File: src/rtl/mem_burst_pkg.sv
// Shared types and default geometry for the mem_burst_ctrl slice.
package mem_burst_pkg;

  localparam int unsigned DefAw    = 10;
  localparam int unsigned DefDw    = 8;
  localparam int unsigned DefLw    = 4;
  localparam int unsigned DefRdLat = 1;

  typedef enum logic [1:0] {
    StIdle,
    StWr,
    StRd,
    StDrain
  } state_e;

endpackage

File: src/rtl/mem_rd_tag_pipe.sv
// Shift register of {valid,last} read tags that tracks reads in flight to the memory.
module mem_rd_tag_pipe #(
  parameter int unsigned Depth = 2
) (
  input  logic clk_i,
  input  logic rst_i,
  input  logic push_valid_i,
  input  logic push_last_i,
  output logic empty_o,
  output logic tail_valid_o,
  output logic tail_last_o
);

  logic [Depth-1:0] valid_q, valid_d;
  logic [Depth-1:0] last_q, last_d;

  always_comb begin
    valid_d = {valid_q[Depth-2:0], push_valid_i};
    last_d  = {last_q[Depth-2:0], push_valid_i & push_last_i};
  end

  always_ff @(posedge clk_i or posedge rst_i) begin
    if (rst_i) begin
      valid_q <= '0;
      last_q  <= '0;
    end else begin
      valid_q <= valid_d;
      last_q  <= last_d;
    end
  end

  assign empty_o      = ~|valid_q;
  assign tail_valid_o = valid_q[Depth-1];
  assign tail_last_o  = last_q[Depth-1];

endmodule

File: src/rtl/mem_burst_ctrl.sv
// Burst request controller for a single-port synchronous memory.
// Define MEM_BURST_BOUNDS_EN to drop (and flag via err_o) bursts that would cross the top address.
module mem_burst_ctrl
  import mem_burst_pkg::*;
#(
  parameter int unsigned AW     = DefAw,
  parameter int unsigned DW     = DefDw,
  parameter int unsigned LW     = DefLw,
  parameter int unsigned RD_LAT = DefRdLat
) (
  input  logic          clk_i,
  input  logic          rst_i,
  input  logic          cmd_valid_i,
  output logic          cmd_ready_o,
  input  logic          cmd_wr_i,
  input  logic [AW-1:0] cmd_addr_i,
  input  logic [LW-1:0] cmd_len_i,
  input  logic          wd_valid_i,
  output logic          wd_ready_o,
  input  logic [DW-1:0] wd_data_i,
  output logic          rsp_valid_o,
  output logic [DW-1:0] rsp_data_o,
  output logic          rsp_last_o,
  output logic          busy_o,
  output logic          err_o,
  output logic          mem_en_o,
  output logic          mem_wr_rd_o,
  output logic [AW-1:0] mem_addr_o,
  output logic [DW-1:0] mem_wr_data_o,
  input  logic [DW-1:0] mem_rd_data_i
);

  localparam int unsigned CW = LW + 1;

  state_e        state_q, state_d;
  logic          started_q;
  logic [AW-1:0] addr_q, addr_d;
  logic [CW-1:0] cnt_q, cnt_d;
  logic          mem_en_q, mem_en_d;
  logic          mem_wr_rd_q, mem_wr_rd_d;
  logic [AW-1:0] mem_addr_q, mem_addr_d;
  logic [DW-1:0] mem_wr_data_q, mem_wr_data_d;
  logic          rsp_valid_q, rsp_last_q;
  logic [DW-1:0] rsp_data_q;
  logic          err_q, err_d;
  logic          cmd_hs, wd_hs, oob;
  logic          tag_push, tag_push_last, tag_empty, tail_valid, tail_last;

  // started_q keeps cmd_ready low while reset is held.
  assign cmd_ready_o = started_q && (state_q == StIdle);
  assign wd_ready_o  = (state_q == StWr);
  assign busy_o      = (state_q != StIdle);
  assign cmd_hs      = cmd_valid_i & cmd_ready_o;
  assign wd_hs       = wd_valid_i & wd_ready_o;

`ifdef MEM_BURST_BOUNDS_EN
  logic [AW:0] end_addr;
  assign end_addr = {1'b0, cmd_addr_i} + (AW+1)'(cmd_len_i);
  assign oob      = end_addr[AW];
`else
  assign oob = 1'b0;
`endif

  assign err_d = cmd_hs & oob;

  always_comb begin
    state_d       = state_q;
    addr_d        = addr_q;
    cnt_d         = cnt_q;
    mem_en_d      = 1'b0;
    mem_wr_rd_d   = mem_wr_rd_q;
    mem_addr_d    = mem_addr_q;
    mem_wr_data_d = mem_wr_data_q;
    tag_push      = 1'b0;
    tag_push_last = 1'b0;
    unique case (state_q)
      StIdle: begin
        if (cmd_hs && !oob) begin
          addr_d  = cmd_addr_i;
          cnt_d   = CW'(cmd_len_i) + CW'(1);
          state_d = cmd_wr_i ? StWr : StRd;
        end
      end
      StWr: begin
        if (wd_hs) begin
          mem_en_d      = 1'b1;
          mem_wr_rd_d   = 1'b1;
          mem_addr_d    = addr_q;
          mem_wr_data_d = wd_data_i;
          addr_d        = addr_q + AW'(1);
          cnt_d         = cnt_q - CW'(1);
          if (cnt_q == CW'(1)) state_d = StIdle;
        end
      end
      StRd: begin
        mem_en_d      = 1'b1;
        mem_wr_rd_d   = 1'b0;
        mem_addr_d    = addr_q;
        addr_d        = addr_q + AW'(1);
        cnt_d         = cnt_q - CW'(1);
        tag_push      = 1'b1;
        tag_push_last = (cnt_q == CW'(1));
        if (cnt_q == CW'(1)) state_d = StDrain;
      end
      StDrain: begin
        if (tag_empty) state_d = StIdle;
      end
      default: state_d = StIdle;
    endcase
  end

  always_ff @(posedge clk_i or posedge rst_i) begin
    if (rst_i) begin
      state_q       <= StIdle;
      started_q     <= 1'b0;
      addr_q        <= '0;
      cnt_q         <= '0;
      mem_en_q      <= 1'b0;
      mem_wr_rd_q   <= 1'b0;
      mem_addr_q    <= '0;
      mem_wr_data_q <= '0;
      err_q         <= 1'b0;
    end else begin
      state_q       <= state_d;
      started_q     <= 1'b1;
      addr_q        <= addr_d;
      cnt_q         <= cnt_d;
      mem_en_q      <= mem_en_d;
      mem_wr_rd_q   <= mem_wr_rd_d;
      mem_addr_q    <= mem_addr_d;
      mem_wr_data_q <= mem_wr_data_d;
      err_q         <= err_d;
    end
  end

  // Tag enters one cycle before mem_en is visible, so the tail lines up with valid rd_data.
  mem_rd_tag_pipe #(
    .Depth(RD_LAT + 1)
  ) u_tag_pipe (
    .clk_i       (clk_i),
    .rst_i       (rst_i),
    .push_valid_i(tag_push),
    .push_last_i (tag_push_last),
    .empty_o     (tag_empty),
    .tail_valid_o(tail_valid),
    .tail_last_o (tail_last)
  );

  always_ff @(posedge clk_i or posedge rst_i) begin
    if (rst_i) begin
      rsp_valid_q <= 1'b0;
      rsp_last_q  <= 1'b0;
      rsp_data_q  <= '0;
    end else begin
      rsp_valid_q <= tail_valid;
      rsp_last_q  <= tail_valid & tail_last;
      if (tail_valid) rsp_data_q <= mem_rd_data_i;
    end
  end

  assign rsp_valid_o   = rsp_valid_q;
  assign rsp_last_o    = rsp_last_q;
  assign rsp_data_o    = rsp_data_q;
  assign err_o         = err_q;
  assign mem_en_o      = mem_en_q;
  assign mem_wr_rd_o   = mem_wr_rd_q;
  assign mem_addr_o    = mem_addr_q;
  assign mem_wr_data_o = mem_wr_data_q;

endmodule

File: config.mk
export PLATFORM = sky130hd
export DESIGN_NAME = mem_burst_ctrl
export DESIGN_NICKNAME = d
export VERILOG_FILES = /design/src/rtl/mem_burst_pkg.sv /design/src/rtl/mem_rd_tag_pipe.sv /design/src/rtl/mem_burst_ctrl.sv
export SDC_FILE = /design/constraint.sdc
export NUM_CORES = 1
export LEC_CHECK = 0
export ABC_CLOCK_PERIOD_IN_PS = 2650
export CAP_MARGIN = 20
export CORE_ASPECT_RATIO = 1.4
export CORE_MARGIN = 10
export CORE_UTILIZATION = 45
export CTS_CLUSTER_SIZE = 24
export DETAILED_ROUTE_END_ITERATION = 12
export PLACE_DENSITY = 0.76
export SLEW_MARGIN = 20
export SYNTH_ARGS = -nofsm -noshare
export SYNTH_HDL_FRONTEND = slang
export SYNTH_SLANG_ARGS = --single-unit
File: constraint.sdc
create_clock -name clk_i -period 2.65 [get_ports clk_i]
set_clock_uncertainty 0.1 [all_clocks]
set_input_delay 0.265 -clock clk_i [delete_from_list [all_inputs] [get_ports clk_i]]
set_output_delay 0.265 -clock clk_i [all_outputs]
set_load 0.01 [all_outputs]
# Word-level counts from Yosys, hierarchy flattened
# Cells that the tools add are included.
# op_classes
addsub	3
bitwise_logic	4
reduce_logical	10
eq_ne	9
n_mux	21
# op_table
op	count
$mux W10	3
$pmux W10 S3	1
$pmux W10 S2	1
$pmux W5 S3	1
$mux W2	6
$add A10 B1 Y10 const B	1
$mux W5	2
$pmux W2 S4	1
$ne A2 B2 Y1 const B	3
$add A4 B1 Y5 const B	1
$eq A5 B1 Y1 const B	1
$reduce_and A5 Y1	1
$sub A5 B1 Y5 const B	1
$and A1 B1 Y1	4
$eq A2 B2 Y1 const B	2
$mux W1	4
$ne A2 B1 Y1 const B	2
$pmux W1 S2	2
$reduce_and A2 Y1	2
$reduce_bool A2 Y1	2
$reduce_and A3 Y1	1
$reduce_bool A3 Y1	1
$eq A2 B1 Y1 const B	1
$logic_not A2 Y1	1
2 further kinds	2
# totals
word_cells	60
input_bits	35
out_inout_bits	34
register_bits	52

# Logic depth before layout (Yosys ltp)
# depth
depth_word	5
depth_mapped	8
mapped_depth_nobuf	6

# Hierarchy
# Synthesis repeated with hierarchy kept, for this count alone.
# unflattened
cells_unflattened	218
hier_area_um2	2467.4
# modules_own_cells
module	seq_area_each_um2	area_each_um2	cells_each	instances
mem_burst_ctrl	1201.2	2353.5	211	1
mem_rd_tag_pipe	100.1	113.9	7	1

# Least setup slack after synthesis
# No wires, ideal clock.
# synth_path
kind	register to register
startpoint	register state_q[1]
endpoint	register cnt_q[2]
setup_slack_ns	0.784
required_time_ns	2.410
stages_incl_launch_ff	9
n_path_buf	2
period_less_slack_ns	1.866
arrival_ns	1.626
setup_time_ns	0.140
cell_sequence	dfrtp_1 -> inv_1 -> ha_1 -> nor2b_4 -> or3_1 -> buf_6 -> buf_8 -> nor3_2 -> a211oi_1
# synth_between
word_cells_on_any_way	11
cone_classes	eq/ne: 4; mux: 1; bitwise: 2; reduce/logical: 4
# synth_rtl
item	line	text
start: declaration	mem_burst_ctrl.sv:35	state_e state_q, state_d;
start signal: assignment	mem_burst_ctrl.sv:114	state_q <= StIdle;
start signal: assignment	mem_burst_ctrl.sv:124	state_q <= state_d;
$eq A2 B1 Y1 *	mem_burst_ctrl.sv:51	assign wd_ready_o = (state_q == StWr);
named net wd_ready_o	mem_burst_ctrl.sv:19	output logic wd_ready_o,
$and A1 B1 Y1	mem_burst_ctrl.sv:54	assign wd_hs = wd_valid_i & wd_ready_o;
$ne A2 B1 Y1 (no source line)	-	
$reduce_and A3 Y1 (no source line)	-	
end signal: assignment	mem_burst_ctrl.sv:127	cnt_q <= cnt_d;
end: declaration	mem_burst_ctrl.sv:38	logic [CW-1:0] cnt_q, cnt_d;
# The timed path passes the listed nets; every way through them passes the cells marked *.
# A chain may end at the register's enable or synchronous reset.

# Final worst setup path
# layout_path
startpoint	register state_q[1]
endpoint	register cnt_q[3]
# layout_between
elab_chain_cells	5
word_cells_on_any_way	11
cone_classes	eq/ne: 4; mux: 1; bitwise: 2; reduce/logical: 4
# layout_lines
item	line	text
$logic_not A2 Y1	mem_burst_ctrl.sv:50, mem_burst_ctrl.sv:76	
$logic_and A1 B1 Y1	mem_burst_ctrl.sv:50	assign cmd_ready_o = started_q && (state_q == StIdle);
$and A1 B1 Y1	mem_burst_ctrl.sv:53	assign cmd_hs = cmd_valid_i & cmd_ready_o;
$ne A2 B2 Y1 (no source line)	-	
$reduce_and A3 Y1 (no source line)	-	
# Several ways; a longest one is shown, not always the timed one.

==> run metrics <==
root buf cell=clkbuf_8; core region area=5236 um^2; vias per inst=5.147; area share of and/or/nand/nor cells after synthesis=11.94%; Top FF cell, synth=dfrtp_1; GRT Total Usage=12.15%; diode count=0; crit-path max cell delay=0.49 ns; status=finished clean; CTS max path bufs=2; compound-cell area share of the yosys netlist=12.59%; TritonCTS clock tree=built; Vias=approximately 1800; vias in the first global route=1919; final antenna-violating net count=0; hpwl dp=4.068 mm; first-iteration detailed-routing DRC count=63; # clock sinks=52; Synth area leaders=dfrtp_1, mux2_2, ha_1; unrepaired setup endpoints after global routing=no; Die X=82.66 um; top-area cell type share of the netlist area=between 50% and 60%; Remaining DRCs=0; type of origin of the critical path=register; cell count after synthesis=212; Hold WC Path Type=in -> async; antenna violations before repair=0; worst vdd ir=0.7601 mV; Post-Layout Cell Count=348; Slowest-stage cell, CP=or3_1; H-tree Lvls=2; Fin Setup TNS=0 ns; post-synthesis instance area=2474 um^2; Slew HR=62.51%; layout cells sized above 1=between 10% and 20%; peak fanout along the critical path=15; synth unique cells=43; IO Port Bufs=67; Power Dens Cells=1290 nW/um^2; Peak Freq=460.1 MHz; Num CTS Buffers=5; cts repair resizes=0; Setup Crit Path Kind=reg -> reg; Synth area leader=dfrtp_1; Synth Area in XOR/XNOR=less than 1%; DIE AREA=8905 um^2; Initial Utilization=47.24%; Worst Path Arrival=2.28 ns; mux cell area share after synthesis=a little over an eighth; final hold vios=0; nets=326; first-pass GRT wire length=8.811 mm; Leak=approximately 1.4 nW; Top Ports=69; Register-to-Register Setup Slack=0.48 ns; first-pass detailed-route iteration total=4; crit path time final=2.173 ns; count leader, synth=dfrtp_1; average wire per standard cell=14.97 um; fin util=~64%; final WL=around 5.2 mm; Post-synth ARST share=100.0%; #FFs+latches synth=52; worst-path cell chain=inv_1 > ha_1 > nor2b_4 > or3_1 > o21ai_0 > a211oi_1; Post-Synth Adder-Cell Area=under 10%; largest family of logic cells by synthesized area=multiplexers; sequential share of the synthesized area=between 50% and 60%; Placed Area=3202 um^2; largest net degree at the start of global routing=21; row cnt=31; global route total overflow=0; Least-Margin Pin Slew=0.5623 ns; placed cells=341; Post-synth EDFFs=0; hold slack=0.1206 ns; Post-Syn Nets=256; Worst-path clk slew=0.09 ns; die height=107.7 um; Synthesis Warnings=0; area grow syn2layout=34.65%; GP Congestion=around 0.78; later-pin clock latency in the skew report=0.29 ns; Hold Buf Count CTS=0; Post-synth top cells=dfrtp_1, mux2_2, nand2_1, o21ai_0, a21oi_1; Worst Setup End Kind=register; part of the cycle the worst path needs=82.01%; required time of the worst setup path=2.75 ns; syn avg cell area=approximately 12 um^2; final setup vio count=0; Final Instance Area=3331 um^2; Max-Cap Viols=0; Slew Limit Fails=0; Setup Buffers After CTS=0
## layer usage
metal,share of wire [%],global-route usage [%],vias to the layer above
met3,9.5,4.766,4
li1,-,-,881
met1,42,13.89,844
met4,0.79,3.357,0
met2,48,20.24,62
met5,0,0,-
## worst paths after layout
path / cells past startpoint / startpoint / to
worst max-delay path: 6 / state_q[1]$_DFFE_PP0P_ / cnt_q[3]$_DFFE_PP0P_
worst min-delay path: 2 / rst_i / mem_addr_o[0]$_DFFE_PP0P_
worst max register to register: 6 / state_q[1]$_DFFE_PP0P_ / cnt_q[3]$_DFFE_PP0P_
worst min register to register: 0 / u_tag_pipe.last_q[0]$_DFF_PP0_ / u_tag_pipe.last_q[1]$_DFF_PP0_
max in group asynchronous: 3 / rst_i / cnt_q[3]$_DFFE_PP0P_
min in group clk_i: 0 / u_tag_pipe.last_q[0]$_DFF_PP0_ / u_tag_pipe.last_q[1]$_DFF_PP0_
## where the power goes
group          leakage, nW  switching, mW  internal [mW]  total [mW]
Sequential           0.618          0.279           1.18        1.45
Clock               0.0642          0.241          0.371       0.612
Combinational        0.731           1.02           1.21        2.23
## final cells by class
cell class / instances / area, um^2
Fill cell: 437 / 1906
Sequential cell: 52 / 1301
Multi-Input combinational cell: 142 / 1076
Timing Repair Buffer: 72 / 708.2
Tap cell: 66 / 82.58
Clock buffer: 5 / 68.82
Clock inverter: 2 / 60.06
Inverter: 9 / 33.78
## through the flow
stage	total power, mW	worst slack (ns)
global route	4.672	0.2681
finish	4.296	0.4768
floorplan	2.929	0.7836
detailed placement	3.733	0.4774
global placement	3.670	0.5467
CTS	4.357	0.4610
## kinds of logic (layout without fill, tap and decap cells)
| group | after synthesis | count (layout) |
|---|---|---|
| AO/OA/AOI/OAI | 46 | 46 |
| XOR/XNOR | 2 | 2 |
| adder cells (fa/ha/maj) | 9 | 9 |
| buffers and inverters | 18 | 88 |
| flip-flops | 52 | 52 |
| multiplexers | 30 | 30 |
| other | 2 | 2 |
| AND/OR/NAND/NOR | 53 | 53 |
## sequential cells by signal (all words and copies together) (netlist names), 2 cells and up
register / count
mem_wr_data_o: 8
cnt_q: 5
u_tag_pipe.valid_q: 2
rsp_data_o: 8
u_tag_pipe.last_q: 2
state_q: 2
mem_addr_o: 10
addr_q: 10
## critical path: cells and delay by family, from the launching register on
kind | cells | cell delay [ns]
AOI/OAI and AO/OA | 2 | 0.43
adders and majority gates | 1 | 0.30
buffers and inverters | 1 | 0.11
DFF | 1 | 0.42
and+or+nand+nor | 2 | 0.73
## layout by cell type, fill, tap and decap left out, drive strengths merged
| cell | n |
|---|---|
| and4 | 2 |
| a21boi | 2 |
| nor3b | 1 |
| clkdlybuf4s50 | 67 |
| nor2b | 1 |
| or2 | 3 |
| ha | 9 |
| xnor2 | 1 |
| nand2 | 16 |
| or4b | 1 |
| nand2b | 2 |
| nand4 | 2 |
| a311oi | 1 |
| dfrtp | 52 |
| or3 | 1 |
| o21a | 1 |
| mux2 | 25 |
| clkbuf | 5 |
| o21ai | 15 |
| a211oi | 3 |
| a41o | 1 |
| buf | 5 |
| conb | 2 |
| o22ai | 5 |
| a21oi | 14 |
| mux2i | 5 |
| nand3 | 5 |
| and3 | 2 |
| nor3 | 7 |
| bufinv | 2 |
| o211ai | 1 |
| inv | 9 |
| xor2 | 1 |
| and2 | 4 |
| a2bb2oi | 3 |
| nor2 | 6 |
Note: power is estimated with default switching activity, not from simulation.
